## src/rtl/seg7_bin2bcd.sv

```systemverilog
// rtl/seg7_bin2bcd.sv - sequential double-dabble binary to 8-digit packed BCD converter
// Build option SEG7_SAT_EN: overflow shows 99999999 instead of the EEEEEEEE error pattern.
module seg7_bin2bcd #(
  parameter int BIN_W = 27
) (
  input  logic             iCLK,
  input  logic             iRST,
  input  logic [BIN_W-1:0] iBIN,
  input  logic             iSTART,
  output logic             oBUSY,
  output logic [31:0]      oDIG,
  output logic             oWR,
  output logic             oOVF
);

  typedef enum logic [1:0] {IDLE, CONV, DONE} state_t;

`ifdef SEG7_SAT_EN
  localparam logic [31:0] OVF_PAT = 32'h99999999;
`else
  localparam logic [31:0] OVF_PAT = 32'hEEEEEEEE;
`endif

  localparam logic [4:0]  LAST_BIT = 5'(BIN_W - 1);
  localparam logic [31:0] MAX_DISP = 32'd99999999;

  state_t           state;
  logic [BIN_W-1:0] binReg;
  logic [31:0]      bcdReg;
  logic [31:0]      bcdAdj;
  logic [4:0]       bitCnt;
  logic             ovfReg;
  logic [31:0]      binWide;

  assign binWide = {{(32-BIN_W){1'b0}}, iBIN};

  // Add-3 correction is per nibble; no carry crosses a digit boundary.
  always_comb begin
    bcdAdj = bcdReg;
    for (int i = 0; i < 8; i++) begin
      if (bcdReg[4*i +: 4] >= 4'd5)
        bcdAdj[4*i +: 4] = bcdReg[4*i +: 4] + 4'd3;
    end
  end

  always_ff @(posedge iCLK or posedge iRST) begin
    if (iRST) begin
      state  <= IDLE;
      binReg <= '0;
      bcdReg <= '0;
      bitCnt <= '0;
      ovfReg <= 1'b0;
      oBUSY  <= 1'b0;
      oDIG   <= '0;
      oWR    <= 1'b0;
      oOVF   <= 1'b0;
    end else begin
      oWR <= 1'b0;
      case (state)
        IDLE: begin
          if (iSTART) begin
            binReg <= iBIN;
            bcdReg <= '0;
            bitCnt <= LAST_BIT;
            ovfReg <= (binWide > MAX_DISP);
            oBUSY  <= 1'b1;
            state  <= CONV;
          end
        end
        CONV: begin
          bcdReg <= {bcdAdj[30:0], binReg[BIN_W-1]};
          binReg <= {binReg[BIN_W-2:0], 1'b0};
          if (bitCnt == 5'd0)
            state <= DONE;
          else
            bitCnt <= bitCnt - 5'd1;
        end
        DONE: begin
          oDIG  <= ovfReg ? OVF_PAT : bcdReg;
          oOVF  <= ovfReg;
          oWR   <= 1'b1;
          oBUSY <= 1'b0;
          state <= IDLE;
        end
        default: state <= IDLE;
      endcase
    end
  end

endmodule

```

## config.mk

```make
export PLATFORM = sky130hd
export DESIGN_NAME = seg7_bin2bcd
export DESIGN_NICKNAME = d
export VERILOG_FILES = /design/src/rtl/seg7_bin2bcd.sv
export SDC_FILE = /design/constraint.sdc
export NUM_CORES = 1
export LEC_CHECK = 0
export ABC_AREA = 0
export CELL_PAD_IN_SITES_DETAIL_PLACEMENT = 0
export CELL_PAD_IN_SITES_GLOBAL_PLACEMENT = 1
export CORE_MARGIN = 2
export CORE_UTILIZATION = 45
export DETAILED_ROUTE_END_ITERATION = 6
export DONT_BUFFER_PORTS = 1
export GPL_TIMING_DRIVEN = 0
export PLACE_DENSITY_LB_ADDON = 0.1
export SETUP_SLACK_MARGIN = 0.3
export SLEW_MARGIN = 20
export SYNTH_ARGS = -nofsm -noshare
export SYNTH_HDL_FRONTEND = slang
export SYNTH_SLANG_ARGS = --single-unit
```

## constraint.sdc

```tcl
create_clock -name iCLK -period 3.6 [get_ports iCLK]
set_clock_uncertainty 0.1 [all_clocks]
set_input_delay 0.54 -clock iCLK [delete_from_list [all_inputs] [get_ports iCLK]]
set_output_delay 0.54 -clock iCLK [all_outputs]
set_load 0.01 [all_outputs]
```

* After elaboration in Yosys (flattened, before gate mapping)
Index checks and enable logic that the tools add are counted.
W data, S select, Z words.
** Storage, ports and cells
- Bits of input ports :: 30
- Logic and storage cells :: 63
- Register bits after elaboration :: 102
- Output and inout port bits :: 35
** Operators by class
- Add/subtract/negate cells :: 9
- Magnitude comparators :: 9
- Reduce and logical (&&, ||, !) cells :: 9
- Multiplexer cells :: 22
- Eq/ne operators :: 5
** Operators with widths (number)
- $mux W32 :: 2
- $pmux W32 S2 :: 1
- $pmux W27 S2 :: 1
- $ge A4 B3 Y1 const B :: 8
- $add A4 B2 Y4 const B :: 7
- $mux W4 :: 7
- $gt A27 B27 Y1 const B :: 1
- $mux W27 :: 1
- $mux W5 :: 2
- $pmux W5 S2 :: 1
- $reduce_and A2 Y1 :: 4
- $ne A2 B2 Y1 const B :: 3
- $logic_not A5 Y1 :: 1
- $sub A5 B1 Y5 const B :: 1
- $mux W2 :: 2
- $pmux W2 S2 :: 1
- $reduce_bool A2 Y1 :: 2
- $add A3 B2 Y3 const B :: 1
- $mux W3 :: 1
- $reduce_and A3 Y1 :: 1
- $eq A2 B1 Y1 const B :: 1
- $eq A2 B2 Y1 const B :: 1
- $logic_not A2 Y1 :: 1
- $mux W1 :: 2
- $pmux W1 S2 :: 1

* Longest topological paths before layout
- Word-level depth :: 3
- Gate-level depth with buffers :: 6
- Gate-level depth less buffers :: 6

* Least setup slack after synthesis
Ideal clock, no wire load.
- Path kind :: input-to-reg
- From :: input iSTART
- To :: register ovfReg
- Path buffers :: 2
- Library setup time :: 0.132 ns
- Stages :: 5
- Path slack :: 1.974 ns
- Data required time :: 3.368 ns
- Arrival :: 1.394 ns
- Cells stage by stage :: or3b_1 -> buf_2 -> buf_6 -> a21oi_2 -> o41ai_2
** Between the ends
- Word-level cells in the longest chain between the ends :: 1
** Ends and longest elaborated chain
- start, declared :: line 9 : input logic iSTART,
- $reduce_and A2 Y1 (no line)
- end signal, assigned :: line 65 : ovfReg <= (binWide > MAX_DISP);
- end, declared :: line 32 : logic ovfReg;
No other way between the ends.
A chain may end at the register's enable or synchronous reset.

* Final worst setup path
- From :: register bcdReg[24]
- To :: register bcdReg[26]
** Between the ends
- Word-level cells in the longest chain between the ends :: 3
- Elaborated cells on any way between the ends :: 4
- Classes of those cells :: 1 x add/sub; 1 x order compare; 2 x mux
** Ends and longest elaborated chain
- start, declared :: line 29 : logic [31:0] bcdReg;
- start signal, assigned :: line 71 : bcdReg <= {bcdAdj[30:0], binReg[BIN_W-1]};
- $add A4 B2 Y4 / $ge A4 B3 Y1 (equally long branches) :: line 42, 41
- $mux W4 (*) :: line 41 : if (bcdReg[4*i +: 4] >= 4'd5)
- $pmux W32 S2 (*) :: line 59 : case (state)
Mark *: on every way between the ends. The rest lies on a longest branch, timed or not.

==> flow_summary.yaml <==
drt:
  wl_per_cell_um: 17.3
  drt_pass1_iterations: 4
  vias_per_cell: 5.53
  drt_iter0_markers: 165
  wl_mm: 11.7
  ant_nets: 0
  drc: 0
  vias: 3752
floorplan:
  start_util_pct: 46.6
  rows: 37
  dieArea_sq_um: 11600
  die-height_um: 108
  pin_count: 65
  core_area_sq_um: 10400
  die_w_um: 108
timing:
  hold_slack_ns: 0.195
  fmax_mhz: 539
  setup_ws_ns: 1.74
  tns_ns: 0
  hold_viol: 0
  rsz0062_at_grt: "false"
  finalMaxSlewViolations: 0
  min_period_ns: 1.86
  slew-limit-headroom_pct: 56.8
  setup_violations: 0
  worst_slew_pin_slew_ns: 0.648
  fin_crit_sh_pct: 51.6
global_route:
  grt_pass1_wl_mm: 19.2
  grt_usage_pct: 21.4
  grt_max_degree: 32
  antenna_found_initial: 0
  grt_pass1_vias: 3774
  grt_remaining_overflow: 0
worst_setup_path:
  critPathMaxFanout: 4
  required_ns: 3.79
  crit_type: "reg -> reg"
  cp_cell_sequence: "inv_1 -> ha_1 -> nand2b_1 -> a21oi_1 -> mux2_2 -> o21ai_0"
  timing.rr.end: "bcdReg[26]"
  worst_ep_arrival_time_ns: 2.05
  r2r_cells: 6
  end_kind: "flip-flop"
  ff2ff_setup_slack_ns: 1.74
  max_stage_delay_ns: 0.43
  crit_slowest_cell: "dfrtp_1"
  worstReg2RegStart: "bcdReg[24]"
  crit_path_start_kind: "flip-flop"
yosys:
  synth_warnings: 0
  synth_edf_count: 0
  synth_seq_cells: 102
  yosysTopAreaCell: "dfrtp_1"
  avgSynthCellArea_sq_um: 9.30
  netlist_area_sq_um: 4850
  synth_area_leaders: "dfrtp_1, nand2_1, o21ai_0"
  synth_top_cell_area_share_pct: 52.6
  syn_nets: 569
  ys_dominant_reg_cell: "dfrtp_1"
  yosysSeqAreaShare_pct: 52.6
  syn_inst: 522
  ys_types: 32
  async_flop_share_pct: 100
place:
  dp_slack_ns: 1.75
  port_buffers: 0
  place_hpwl_mm: 8.32
  gp_congestion: 0.807
cells_and_area:
  fin_nets: 584
  layout-area-overhead-vs-synth_pct: 8.48
  finish.utilization_pct: 50.5
  diodes: 0
  drive_gt1_share_pct: 9.78
clock_tree:
  cts_root_buf: "clkbuf_8"
  clk_pin_slew_ns: 0.10
  clk_latency_ns: 0.37
  cts_buffer_depth: 2
  postCtsSetupBuffers: 0
  htree_levels: 3
  cts.sinks: 102
  cts_buffers: 9
  cts_tree: "done"
flow_run:
  max_cap_violations: 0
power:
  power_density_nw_per_um2: 821
  power.leakage_uw: 0.00235
  vdd_drop_max_v: 0.000285
min_path:
  hold_path_end: "binReg[0]"
  hold_path_depth: 2
  hold_path_class: "in -> reg"
  hold_start: "iBIN[0]"
status:
  status: "complete, no violations"
-- cells in the mapped netlist (2+ instances only) --
cell / n
a32o_1: 8
a31oi_1: 27
nor3_1: 2
a21oi_1: 15
buf_2: 21
and3_1: 2
xor2_1: 2
inv_1: 22
xnor2_1: 8
nand3_1: 25
nand2_1: 93
nor2_1: 58
o21ai_0: 54
o31ai_1: 19
clkbuf_1: 11
dfrtp_1: 102
nor3b_1: 6
ha_1: 17
mux2_2: 9
nand2b_1: 9
-- worst max-delay path by stage --
stage	from	to	slack [ns]	cells past startpoint
finish	bcdReg[24]	bcdReg[26]	1.74	6
global route	bcdReg[12]	bcdReg[14]	1.60	6
CTS	bcdReg[24]	bcdReg[26]	1.72	6
detailed placement	bcdReg[24]	bcdReg[26]	1.75	6
global placement	iRST	oDIG[25]	1.14	1
floorplan	iRST	bcdReg[0]	1.74	1
-- cell usage in the layout (no fill, tap or decap) --
| master | count |
|---|---|
| nand4b_1 | 1 |
| nand2b_1 | 9 |
| and3_1 | 2 |
| mux2i_1 | 1 |
| nor2_1 | 58 |
| nand3_1 | 25 |
| inv_1 | 21 |
| nand4_1 | 1 |
| nor3_1 | 2 |
| mux2_2 | 9 |
| buf_6 | 1 |
| nor3b_1 | 6 |
| o31ai_1 | 19 |
| a221oi_1 | 1 |
| clkinv_2 | 3 |
| o41ai_2 | 1 |
| or3b_1 | 1 |
| xnor2_1 | 8 |
| o21ai_0 | 54 |
| a41oi_1 | 1 |
| xor2_1 | 2 |
| nor4b_2 | 1 |
| a21oi_2 | 1 |
| clkbuf_1 | 13 |
| a31oi_1 | 27 |
| ha_1 | 17 |
| buf_12 | 3 |
| buf_2 | 21 |
| clkbuf_8 | 10 |
| nand2_1 | 93 |
| nor2b_1 | 1 |
| a21oi_1 | 15 |
| a32o_1 | 8 |
| dlygate4sd3_1 | 1 |
| o21ai_2 | 1 |
| clkinvlp_4 | 2 |
| dfrtp_1 | 102 |
-- layout make-up --
cell class              count  area (sq um)
plain buffers              33           158
flip-flops and latches    102          2550
repair buffers              4          70.1
clock buffers              12           145
well taps                 136           170
clock inverters             4          22.5
fillers                  1009          5150
inverters                  22          86.3
multi-input cells         365          2060
-- state kept, by name (all words and copies together) (netlist names) --
| name | flops |
|---|---|
| bcdReg | 32 |
| oDIG | 32 |
| binReg | 27 |
| bitCnt | 5 |
| state | 2 |
| oBUSY | 1 |
| oOVF | 1 |
| oWR | 1 |
| ovfReg | 1 |
-- metal layers --
metal / vias up / global-route usage, % / share of wire [%]
li1: 1819 / - / -
met1: 1839 / 27.9 / 47
met2: 82 / 35.3 / 47
met3: 12 / 5.15 / 5.6
met4: 0 / 6.59 / 1.3
met5: - / 0 / 0
-- stage by stage --
step	std cells	instance area (sq um)	power [uW]
floorplan	522	4860	3220
global placement	658	5030	3600
detailed placement	661	5090	3680
CTS	678	5270	4350
global route	678	5270	4700
finish	678	5270	4320
-- report_power, final --
part	switching (uW)	total (uW)	leakage [uW]	internal, uW
Clock	400	668	0.0000861	268
Sequential	381	1930	0.00126	1550
Combinational	979	1720	0.00101	739
Total	1760	4320	0.00235	2560
-- cells by family (layout without fill, tap and decap cells) --
logic type / Yosys count / count (layout) / synth area share (%)
compound gates: 128 / 128 / 16.2
mux: 10 / 10 / 2.29
simple gates: 200 / 200 / 17.7
flops: 102 / 102 / 52.6
buf+inv: 55 / 75 / 4.95
fa+ha+maj: 17 / 17 / 4.38
xor+xnor: 10 / 10 / 1.80
-- timing repair --
| item | 4_1_cts | 5_1_grt |
|---|---|---|
| endpoints found under the hold margin | 10 | 0 |
| resized for setup | 0 | 0 |
| hold buffers | 1 | 0 |
-- critical path, delay by kind of cell (launching register included) --
family                   cells  cell delay (ns)
flip-flops                   1             0.43
AO/OA/AOI/OAI                2             0.39
multiplexers                 1             0.36
adder cells (fa/ha/maj)      1             0.23
buffers and inverters        1             0.18
AND/OR/NAND/NOR              1             0.09
(Power assumes the default switching activity.)
